[config.mk]
export PLATFORM = sky130hd
export DESIGN_NAME = ppg_sample_capture
export DESIGN_NICKNAME = d
export VERILOG_FILES = /design/src/rtl/ppg_pkg.sv /design/src/rtl/ppg_peak_tracker.sv /design/src/rtl/ppg_sample_capture.sv
export SDC_FILE = /design/constraint.sdc
export NUM_CORES = 1
export LEC_CHECK = 0
export CORE_MARGIN = 1
export CORE_UTILIZATION = 60
export CTS_BUF_LIST = sky130_fd_sc_hd__clkbuf_8
export CTS_CLUSTER_DIAMETER = 40
export CTS_CLUSTER_SIZE = 14
export DETAILED_ROUTE_END_ITERATION = 6
export PLACE_DENSITY = 0.86
export SYNTH_ARGS = -nofsm -noshare
export SYNTH_HDL_FRONTEND = slang
export SYNTH_HIERARCHICAL = 1
export SYNTH_SLANG_ARGS = --single-unit
[constraint.sdc]
create_clock -name CLK -period 7.15 [get_ports CLK]
set_input_delay 1.43 -clock CLK [delete_from_list [all_inputs] [get_ports CLK]]
set_output_delay 1.43 -clock CLK [all_outputs]
set_load 0.03 [all_outputs]
[src/rtl/ppg_pkg.sv]
// rtl/ppg_pkg.sv - shared encodings for the PPG sample capture block
package ppg_pkg;

    typedef logic [1:0] ppg_state_t;
    typedef logic [1:0] ppg_phase_t;

    localparam ppg_state_t ST_IDLE   = 2'd0;
    localparam ppg_state_t ST_SETTLE = 2'd1;
    localparam ppg_state_t ST_ACCUM  = 2'd2;
    localparam ppg_state_t ST_HOLD   = 2'd3;

    // Phase codes equal the raw {LED_RED, LED_IR} pattern
    localparam ppg_phase_t PH_DARK = 2'b00;
    localparam ppg_phase_t PH_IR   = 2'b01;
    localparam ppg_phase_t PH_RED  = 2'b10;
    localparam ppg_phase_t PH_ERR  = 2'b11;

    localparam logic CH_RED = 1'b0;
    localparam logic CH_IR  = 1'b1;

    function automatic logic is_lit(input ppg_phase_t ph);
        return (ph == PH_RED) || (ph == PH_IR);
    endfunction

endpackage

[src/rtl/ppg_peak_tracker.sv]
// rtl/ppg_peak_tracker.sv - per-channel min/max tracker reporting max-min over a window
module ppg_peak_tracker #(
    parameter int W = 8
) (
    input  logic         CLK,
    input  logic         rst_n,
    input  logic         update,
    input  logic         clear,
    input  logic [W-1:0] sample,
    output logic [W-1:0] ac
);
    import ppg_pkg::*;

    logic [W-1:0] min_q;
    logic [W-1:0] max_q;
    logic [W-1:0] min_n;
    logic [W-1:0] max_n;

    // ac includes a sample arriving this cycle so the window close can use it directly
    always_comb begin
        min_n = min_q;
        max_n = max_q;
        if (update && (sample < min_q)) min_n = sample;
        if (update && (sample > max_q)) max_n = sample;
        ac = (max_n >= min_n) ? (max_n - min_n) : '0;
    end

    always_ff @(posedge CLK or negedge rst_n) begin
        if (!rst_n) begin
            min_q <= '1;
            max_q <= '0;
        end else if (clear) begin
            min_q <= '1;
            max_q <= '0;
        end else if (update) begin
            min_q <= min_n;
            max_q <= max_n;
        end
    end

endmodule

[src/rtl/ppg_sample_capture.sv]
// rtl/ppg_sample_capture.sv - LED phase follower with settle, block average and AC window
module ppg_sample_capture #(
    parameter int ADC_W      = 8,
    parameter int SETTLE_CYC = 4,
    parameter int AVG_LOG2   = 2,
    parameter int WIN_LEN    = 16
) (
    input  logic             CLK,
    input  logic             rst_n,
    input  logic             Enable,
    input  logic [ADC_W-1:0] ADC,
    input  logic             LED_RED,
    input  logic             LED_IR,
    output logic [ADC_W-1:0] RED_Avg,
    output logic [ADC_W-1:0] IR_Avg,
    output logic             Sample_valid,
    output logic             Sample_ch,
    output logic [ADC_W-1:0] RED_AC,
    output logic [ADC_W-1:0] IR_AC,
    output logic             AC_valid,
    output logic             Phase_error
);
    import ppg_pkg::*;

    localparam int ACC_W   = ADC_W + AVG_LOG2;
    localparam int N_AVG   = 1 << AVG_LOG2;
    localparam int CNT_MAX = (SETTLE_CYC > N_AVG) ? SETTLE_CYC : N_AVG;
    localparam int CNT_W   = $clog2(CNT_MAX + 1);
    localparam int WIN_W   = $clog2(WIN_LEN + 1);

    ppg_phase_t       phase_q, phase_prev_q;
    logic             err_q, err_d_q;
    ppg_state_t       state_q, state_d;
    logic [CNT_W-1:0] cnt_q, cnt_d;
    logic [ACC_W-1:0] acc_q, acc_d, acc_sum;
    logic             ch_q, ch_d;
    logic [WIN_W-1:0] win_cnt_q;
    logic             phase_chg, phase_lit;
    logic             publish, win_done;
    logic [ADC_W-1:0] avg_new, red_ac, ir_ac;

    // ERR is folded into DARK for sequencing; only the error pulse remembers it
    always_ff @(posedge CLK or negedge rst_n) begin
        if (!rst_n) begin
            phase_q      <= PH_DARK;
            phase_prev_q <= PH_DARK;
            err_q        <= 1'b0;
            err_d_q      <= 1'b0;
            Phase_error  <= 1'b0;
        end else begin
            phase_q      <= ({LED_RED, LED_IR} == PH_ERR) ? PH_DARK : {LED_RED, LED_IR};
            phase_prev_q <= phase_q;
            err_q        <= LED_RED & LED_IR;
            err_d_q      <= err_q;
            Phase_error  <= err_q & ~err_d_q;
        end
    end

    assign phase_chg = (phase_q != phase_prev_q);
    assign phase_lit = is_lit(phase_q);
    assign acc_sum   = acc_q + ACC_W'(ADC);
    assign avg_new   = acc_sum[ACC_W-1:AVG_LOG2];
    // The last ACCUM edge publishes even if a phase change arrives on it
    assign publish   = Enable && (state_q == ST_ACCUM) && (cnt_q == CNT_W'(N_AVG - 1));
    assign win_done  = publish && (ch_q == CH_IR) && (win_cnt_q == WIN_W'(WIN_LEN - 1));

    always_comb begin
        state_d = state_q;
        cnt_d   = cnt_q;
        acc_d   = acc_q;
        ch_d    = ch_q;
        if (!Enable) begin
            state_d = ST_IDLE;
            cnt_d   = '0;
            acc_d   = '0;
        end else if (phase_chg) begin
            state_d = phase_lit ? ST_SETTLE : ST_IDLE;
            cnt_d   = '0;
            acc_d   = '0;
            ch_d    = (phase_q == PH_IR) ? CH_IR : CH_RED;
        end else begin
            case (state_q)
                ST_IDLE: begin
                    if (phase_lit) begin
                        state_d = ST_SETTLE;
                        cnt_d   = '0;
                        acc_d   = '0;
                        ch_d    = (phase_q == PH_IR) ? CH_IR : CH_RED;
                    end
                end
                ST_SETTLE: begin
                    if (cnt_q == CNT_W'(SETTLE_CYC - 1)) begin
                        state_d = ST_ACCUM;
                        cnt_d   = '0;
                    end else begin
                        cnt_d = cnt_q + CNT_W'(1);
                    end
                end
                ST_ACCUM: begin
                    if (cnt_q == CNT_W'(N_AVG - 1)) begin
                        state_d = ST_HOLD;
                        cnt_d   = '0;
                        acc_d   = '0;
                    end else begin
                        cnt_d = cnt_q + CNT_W'(1);
                        acc_d = acc_sum;
                    end
                end
                default: ;
            endcase
        end
    end

    always_ff @(posedge CLK or negedge rst_n) begin
        if (!rst_n) begin
            state_q <= ST_IDLE;
            cnt_q   <= '0;
            acc_q   <= '0;
            ch_q    <= CH_RED;
        end else begin
            state_q <= state_d;
            cnt_q   <= cnt_d;
            acc_q   <= acc_d;
            ch_q    <= ch_d;
        end
    end

    always_ff @(posedge CLK or negedge rst_n) begin
        if (!rst_n) begin
            RED_Avg      <= '0;
            IR_Avg       <= '0;
            Sample_valid <= 1'b0;
            Sample_ch    <= 1'b0;
            RED_AC       <= '0;
            IR_AC        <= '0;
            AC_valid     <= 1'b0;
            win_cnt_q    <= '0;
        end else begin
            Sample_valid <= publish;
            AC_valid     <= win_done;
            if (publish) begin
                Sample_ch <= ch_q;
                if (ch_q == CH_RED) RED_Avg <= avg_new;
                else                IR_Avg  <= avg_new;
            end
            if (win_done) begin
                RED_AC    <= red_ac;
                IR_AC     <= ir_ac;
                win_cnt_q <= '0;
            end else if (publish && (ch_q == CH_IR)) begin
                win_cnt_q <= win_cnt_q + WIN_W'(1);
            end
        end
    end

    ppg_peak_tracker #(.W(ADC_W)) u_red_peak (
        .CLK    (CLK),
        .rst_n  (rst_n),
        .update (publish && (ch_q == CH_RED)),
        .clear  (win_done),
        .sample (avg_new),
        .ac     (red_ac)
    );

    ppg_peak_tracker #(.W(ADC_W)) u_ir_peak (
        .CLK    (CLK),
        .rst_n  (rst_n),
        .update (publish && (ch_q == CH_IR)),
        .clear  (win_done),
        .sample (avg_new),
        .ac     (ir_ac)
    );

endmodule

==> results of run 1 <==
[metal layers]
layer | vias up | part of all wire | GRT usage
li1 | 2347 | - | -
met1 | 2437 | 0.45 | 0.364
met2 | 134 | 0.48 | 0.453
met3 | 24 | 0.041 | 0.0390
met4 | 0 | 0.026 | 0.141
met5 | - | 0 | 0
[cell families after synthesis]
group | synth area share
adder cells (fa/ha/maj) | 0.130
multiplexers | 0.168
buffers and inverters | 0.0432
AO/OA/AOI/OAI | 0.108
flip-flops | 0.373
XOR/XNOR | 0.0177
AND/OR/NAND/NOR | 0.160
[layout make-up]
cell class | instances | area [um2] | area share
Clock buffer | 9 | 124 | 0.0169
Sequential cell | 95 | 2400 | 0.327
Tap cell | 136 | 170 | 0.0232
Multi-Input combinational cell | 477 | 3760 | 0.513
Clock inverter | 7 | 61.3 | 0.00837
Timing Repair Buffer | 67 | 633 | 0.0864
Inverter | 49 | 184 | 0.0251
[per-stage QoR]
stage               worst slack, ps  hold WS, ps
floorplan                      1100          347
global placement                299          361
detailed placement              206          365
CTS                             600          393
global route                   48.4          416
finish                          525          388
[power breakdown]
group	internal [mW]	switching, mW	leakage, nW
Clock	0.134	0.220	0.0940
Sequential	0.542	0.00338	1.25
Combinational	0.0381	0.0621	2.12
Total	0.714	0.286	3.47
[worst max-delay path: cells and delay by family]
family | cells | cell delay, ps
fa+ha+maj | 3 | 910
mux | 2 | 650
simple gates | 6 | 910
compound gates | 6 | 1550
buf+inv | 2 | 680
xor+xnor | 1 | 750
[synthesized netlist by cell type, types with 4 or more instances]
| library cell | n | share of area |
|---|---|---|
| nor2_1 | 60 | 0.035 |
| nor2b_1 | 17 | 0.017 |
| nor3_1 | 7 | 0.0054 |
| mux2_2 | 42 | 0.074 |
| o21a_1 | 4 | 0.0047 |
| and2_1 | 6 | 0.0058 |
| dfrtp_1 | 79 | 0.31 |
| dfstp_2 | 16 | 0.065 |
| nand2b_1 | 42 | 0.041 |
| a21o_1 | 4 | 0.0047 |
| o21ai_0 | 32 | 0.025 |
| nand2_1 | 35 | 0.020 |
| clkbuf_1 | 9 | 0.0053 |
| a22o_1 | 6 | 0.0082 |
| buf_6 | 4 | 0.0070 |
| ha_1 | 62 | 0.12 |
| inv_1 | 49 | 0.029 |
| mux2_4 | 4 | 0.0093 |
| mux2i_1 | 55 | 0.086 |
| a211oi_1 | 6 | 0.0070 |
| nand3_1 | 8 | 0.0062 |
| and4_1 | 4 | 0.0054 |
| a21oi_1 | 19 | 0.015 |
| xnor2_1 | 10 | 0.014 |
[sequential cells by signal (all words and copies together) (netlist names), 2 cells and up]
signal and cells:
RED_Avg 8, win_cnt_q 5, IR_AC 8, u_red_peak/max_q 8
state_q 2, cnt_q 3, u_ir_peak/max_q 8, RED_AC 8
u_red_peak/min_q 8, u_ir_peak/min_q 8, IR_Avg 8, acc_q 10
phase_prev_q 2, phase_q 2
[worst max-delay path by stage]
stage	startpoint	endpoint	slack (ps)	depth (start not counted)
2_1_floorplan	ADC[0]	IR_AC[5]	1100	20
3_3_place_gp	ADC[4]	RED_AC[2]	300	20
3_5_place_dp	ADC[1]	RED_AC[2]	210	20
4_1_cts	ADC[1]	RED_AC[2]	600	20
5_1_grt	ADC[4]	RED_AC[2]	50	20
6_report	ADC[2]	RED_AC[2]	520	20
==> results.txt, run 1 <==
----------------------------------------------------
[Synthesis]
  Most used DFF post-synth ... dfrtp_1
  Number of nets in the synthesized netlist ... a little over 700
  Synth async-reset ratio ... 1.00
  Cells after synthesis ... between 600 and 700
  Register area share after synthesis ... 0.373
  Netlist Area Pre-Place ... 6430 um2
  Register bit total from synthesis ... 95
  Avg Inst Size Synth ... 10.1 um2
  EDFF count, synth ... 0
  Count of synthesis-stage warnings from yosys ... 6
  Netlist cell types ... 56

[Worst setup path]
  Worst endpoint data arrival time ... 6890 ps
  Setup CP Type ... in -> reg
  Required arrival time at the worst endpoint ... 7420 ps
  Kind of capture point of the worst setup path ... flop
  Reg-to-reg setup timing slack ... 1580 ps
  Origin of the critical flop-to-flop path ... acc_q[4]
  Type of origin of the critical path ... primary input
  Cell at the slowest stage of the critical path ... xnor2_1
  Critical path fanouts, max ... 8
  Crit-path cells ... clkdlybuf4s50_1, ha_1, nor2_1, o31ai_2, a41oi_2, xnor2_1, buf_4, ha_1, and4_1, nor2_1, o21ai_0, nand4_2, mux2_2, ha_1, nor2b_1, o31ai_1, a41oi_1, a21oi_2, nor3_1, mux2_2
  Worst reg2reg endpoint ... RED_AC[2]
  Slowest cell delay on critical path ... 750 ps
  Reg2Reg Depth ... 19
  Cell occurring most often along the worst timing path ... ha_1

[Timing]
  Least-Margin Pin Slew ... 978 ps
  Hold violation count in the final report ... 0
  Unrepaired setup endpoints after global routing ... no
  Final count of pins violating max slew ... 0
  Shortest period the worst path allows ... approximately 6600 ps
  Slew Limit Headroom ... 0.348
  Post-Route Skew ... 18.5 ps
  Share of the cycle needed by the critical path after routing ... 0.927
  Endpoints failing setup ... 0
  Fmax ... 0.151 GHz
  Setup TNS ... 0 ps

[Global route]
  GRT overflow ... 0
  GRT Resource Usage Total ... 0.278
  Initial antenna violation count ... 0
  Maximum number of pins on one net before global-route repair ... 77
  Global-route wire length before repair ... 24.3 mm
  Via count of the first global-routing pass ... 5109

[Detailed routing]
  Detailed Route Iter0 Violations ... between 300 and 400
  Final routed wirelength across all metal layers ... between 10 and 15 mm
  Post-DR vias/cell ... around 5.9
  Final antenna-violating net count ... 0
  DRC errors left ... 0
  DR pass1 iterations ... 5
  Via count ... roughly 4900
  Wirelength per Cell ... 17.2 um

[CTS]
  CTS Hold Buffers Added ... 0
  Number of instances resized during post-cts repair ... 0
  Clock tree from TritonCTS ... built
  Number of buffers added by the clock tree synthesis step ... 9
  Sinks on Clock Net ... 95
  Clock root cell ... clkbuf_8
  Skew-Pair Late Insertion Delay ... roughly 400 ps
  Number of setup buffers added after CTS ... 0
  Clock-pin slew of the registers on the worst-case setup and hold paths ... 110 ps
  # H-tree levels ... 3
  Number of buffers between clock root and the deepest sink ... 2

[Die]
  Die outline area ... 11100 um2
  Number of top-level design ports ... a little under 50
  Area of the core ... 10400 um2
  Initial cell density of the core ... 0.620
  Height of the chip ... 106 um
  Die width ... 106 um
  Cell row count ... 37

[Placement]
  Final GP Congestion ... 0.871
  # placed instances ... a little over 800
  Placed standard-cell area ... 7140 um2
  Number of port buffers ... 48
  Half-perimeter wire length of the detailed placement result ... 10.5 mm

[Finish]
  Signed area change from the synthesized netlist to the final layout ... 13.9%
  Final standard cell area without fillers ... between 7000 and 8000 um2
  Number of cells in the finished layout apart from fillers ... 840
  Number of nets in the layout ... roughly 780
  Top library cells by usage in the layout, fill and taps aside ... 79 x dfrtp_1, 62 x ha_1, 60 x nor2_1
  Final core utilization ... 0.707
  Share of post-route cells with drive strength above 1 ... 0.166
  Most common library cell in the layout ignoring fill and taps ... dfrtp_1
  Number of filler cells placed in the layout ... approximately 750
  Number of diodes ... 0

[Power]
  Leakage Power ... 3.47 nW
  Maximum ir drop on the vdd rail ... 0.142 mV
  Overall power ... around 1 mW
  Cell Pwr Density ... 136 nW/um2

[Worst hold path]
  Class of the worst hold path ... reg -> reg
  Worst hold path startpoint ... err_q
  Worst hold path cell count ... 0
  End point of the worst hold path ... err_d_q

[Job]
  Max-Cap Viols ... 0

[Status]
  Result of the run ... completed

----------------------------------------------------
Note: power is estimated with default switching activity, not from simulation.
==> inputs of run 2 (changes only) <==
--- a/config.mk
+++ b/config.mk
@@ -5,14 +5,17 @@
 export SDC_FILE = /design/constraint.sdc
 export NUM_CORES = 1
 export LEC_CHECK = 0
+export CELL_PAD_IN_SITES_DETAIL_PLACEMENT = 1
+export CELL_PAD_IN_SITES_GLOBAL_PLACEMENT = 2
 export CORE_MARGIN = 1
-export CORE_UTILIZATION = 60
+export CORE_UTILIZATION = 40
 export CTS_BUF_LIST = sky130_fd_sc_hd__clkbuf_8
 export CTS_CLUSTER_DIAMETER = 40
 export CTS_CLUSTER_SIZE = 14
 export DETAILED_ROUTE_END_ITERATION = 6
-export PLACE_DENSITY = 0.86
+export PLACE_DENSITY = 0.87
 export SYNTH_ARGS = -nofsm -noshare
 export SYNTH_HDL_FRONTEND = slang
 export SYNTH_HIERARCHICAL = 1
 export SYNTH_SLANG_ARGS = --single-unit
+export TNS_END_PERCENT = 30
==> results.txt, run 2 (synthesized netlist as in run 1, its figures left out) <==
----------------------------------------------------
[Finish]
  Number of diodes ... 0
  Largest reg by FF count ... acc_q
  Signed area change from the synthesized netlist to the final layout ... 15.5%
  Most common library cell in the layout ignoring fill and taps ... dfrtp_1
  Top library cells by usage in the layout, fill and taps aside ... 79 x dfrtp_1, 62 x ha_1, 60 x nor2_1
  Number of nets in the layout ... 778
  Final core utilization ... 0.482
  Final standard cell area without fillers ... between 7000 and 8000 um2
  Number of flip-flops under the largest register name ... 10
  Share of post-route cells with drive strength above 1 ... 0.167

[CTS]
  Sinks on Clock Net ... 95
  Number of buffers between clock root and the deepest sink ... 2
  Number of setup buffers added after CTS ... 0
  CTS Hold Buffers Added ... 0
  Skew-Pair Late Insertion Delay ... 390 ps
  # H-tree levels ... 3
  Clock-pin slew of the registers on the worst-case setup and hold paths ... 110 ps
  Clock tree from TritonCTS ... built
  Number of buffers added by the clock tree synthesis step ... 9
  Clock root cell ... clkbuf_8
  Number of instances resized during post-cts repair ... 0

[Worst setup path]
  Reg-to-reg setup timing slack ... 1690 ps
  Type of origin of the critical path ... primary input
  Buffering stage count on the worst path with inverters included ... 4
  Cell at the slowest stage of the critical path ... clkdlybuf4s50_1
  Critical path fanouts, max ... 11
  Origin of the critical flop-to-flop path ... acc_q[0]
  Worst endpoint data arrival time ... 6870 ps
  Worst reg2reg endpoint ... IR_AC[5]
  Cell class contributing the biggest share of worst-path delay ... compound AO/OA/AOI/OAI gates
  Cell occurring most often along the worst timing path ... ha_1
  Slowest cell delay on critical path ... 460 ps
  Reg2Reg Depth ... 21
  Kind of capture point of the worst setup path ... flop
  Setup CP Type ... in -> reg
  Required arrival time at the worst endpoint ... between 7000 and 8000 ps
  Crit-path cells ... clkdlybuf4s50_1, ha_1, inv_1, fa_1, nand2b_1, a21oi_1, a41oi_2, xnor2_1, buf_4, buf_4, ha_1, o21ai_0, o2111ai_1, nand4_2, mux2_2, ha_1, nor2b_1, o31ai_1, a41oi_1, a21oi_2, nor3_1, mux2_2

[Global route]
  GRT overflow ... 0
  Via count of the first global-routing pass ... 5243
  Maximum number of pins on one net before global-route repair ... 73
  Initial antenna violation count ... 0
  Global-route wire length before repair ... 26.7 mm
  GRT Resource Usage Total ... 0.209

[Detailed routing]
  Wirelength per Cell ... 17.4 um
  DR pass1 iterations ... 4
  Final antenna-violating net count ... 0
  Detailed Route Iter0 Violations ... approximately 170
  Final routed wirelength across all metal layers ... about 16 mm
  Post-DR vias/cell ... between 5 and 6
  DRC errors left ... 0
  Via count ... 4876

[Timing]
  Slew Limit Headroom ... 0.376
  Endpoints failing setup ... 0
  Share of the cycle needed by the critical path after routing ... 0.922
  Final count of pins violating max slew ... 0
  Hold violation count in the final report ... 0
  Least-Margin Pin Slew ... between 900 and 1000 ps
  Fmax ... 0.152 GHz
  Post-Route Skew ... 14.9 ps
  Unrepaired setup endpoints after global routing ... no
  Shortest period the worst path allows ... 6590 ps
  Setup TNS ... 0 ps

[Placement]
  Half-perimeter wire length of the detailed placement result ... 11.9 mm
  Number of port buffers ... 48
  Placed standard-cell area ... 7230 um2
  Final GP Congestion ... between 0.8 and 0.9

[Worst hold path]
  End point of the worst hold path ... err_d_q
  Worst hold path cell count ... 0
  Class of the worst hold path ... reg -> reg
  Worst hold path startpoint ... err_q

[Die]
  Area of the core ... 15400 um2
  Initial cell density of the core ... 0.417
  Cell row count ... 45
  Die width ... 129 um
  Die outline area ... 16600 um2
  Height of the chip ... 129 um
  Number of top-level design ports ... 49

[Power]
  Internal portion of total power ... 0.746 mW
  Leakage Power ... approximately 3.5 nW
  Switching share of power ... 0.277
  Net Switching ... 0.285 mW
  Part of the total power dissipated in the clock network ... 0.371
  Sequential power share ... 0.529
  Cell Pwr Density ... 139 nW/um2
  Maximum ir drop on the vdd rail ... 0.108 mV
  Overall power ... 1.03 mW
  Power share of the combinational group ... 0.099

[Job]
  Max-Cap Viols ... 0

[Status]
  Result of the run ... completed

----------------------------------------------------
==> run 2: cell types whose count changed in the layout (fill, tap and decap cells not counted), sizes merged <==
cell    before  now
bufinv       0    1
inv         53   52
buf         20   21
==> run 2: through the flow <==
step	worst slack, ps	hold WS [ps]	instances
CTS	601	388	916
detailed placement	203	362	900
floorplan	1100	347	636
finish	561	385	916
global route	228	411	916
global placement	422	355	900
==> run 2: final cells by class <==
type                    count  area, um2
clock buffers               9        124
clock inverters             7       77.6
fillers                  1747       8000
inverters                  49        184
multi-input cells         477       3760
flip-flops and latches     95       2400
well taps                 211        264
repair buffers             68        628
==> run 2: worst reg2reg max path, cell delays in order, from the launching register on <==
cell and delay [ps]:
dfrtp_1 370, ha_1 160, inv_1 60, fa_1 410
nand2b_1 160, a21oi_1 330, a41oi_2 200, xnor2_1 160
buf_4 180, buf_4 160, ha_1 280, o21ai_0 110
o2111ai_1 320, nand4_2 320, mux2_2 380, ha_1 330
nor2b_1 180, o31ai_1 290, a41oi_1 220, a21oi_2 350
nor3_1 120, mux2_2 270
==> run 2: routing by layer <==
layer  global-route usage  vias to the layer above  share of wire
li1                     -                     2331              -
met5                    0                        -              0
met1                0.269                     2454           0.47
met4               0.0602                        0          0.014
met3               0.0362                       19          0.030
met2                0.360                       72           0.49
==> run 2: worst max path at each step <==
stage	start	to	slack, ps	cells past startpoint
after global placement	ADC[0]	RED_AC[3]	420	22
after CTS	ADC[0]	IR_AC[5]	600	22
after global routing	ADC[0]	IR_AC[5]	230	22
after floorplan	ADC[0]	IR_AC[5]	1100	20
final	ADC[0]	IR_AC[5]	560	22
after detailed placement	ADC[0]	IR_AC[5]	200	22
==> run 2: power by group through the flow <==
| stage | Combinational (mW) | Clock (mW) | Sequential, mW |
|---|---|---|---|
| floorplan | 0.0559 | 0 | 0.555 |
| global placement | 0.0991 | 0 | 0.555 |
| detailed placement | 0.104 | 0 | 0.556 |
| CTS | 0.104 | 0.399 | 0.546 |
| global route | 0.115 | 0.419 | 0.547 |
| finish | 0.103 | 0.383 | 0.546 |
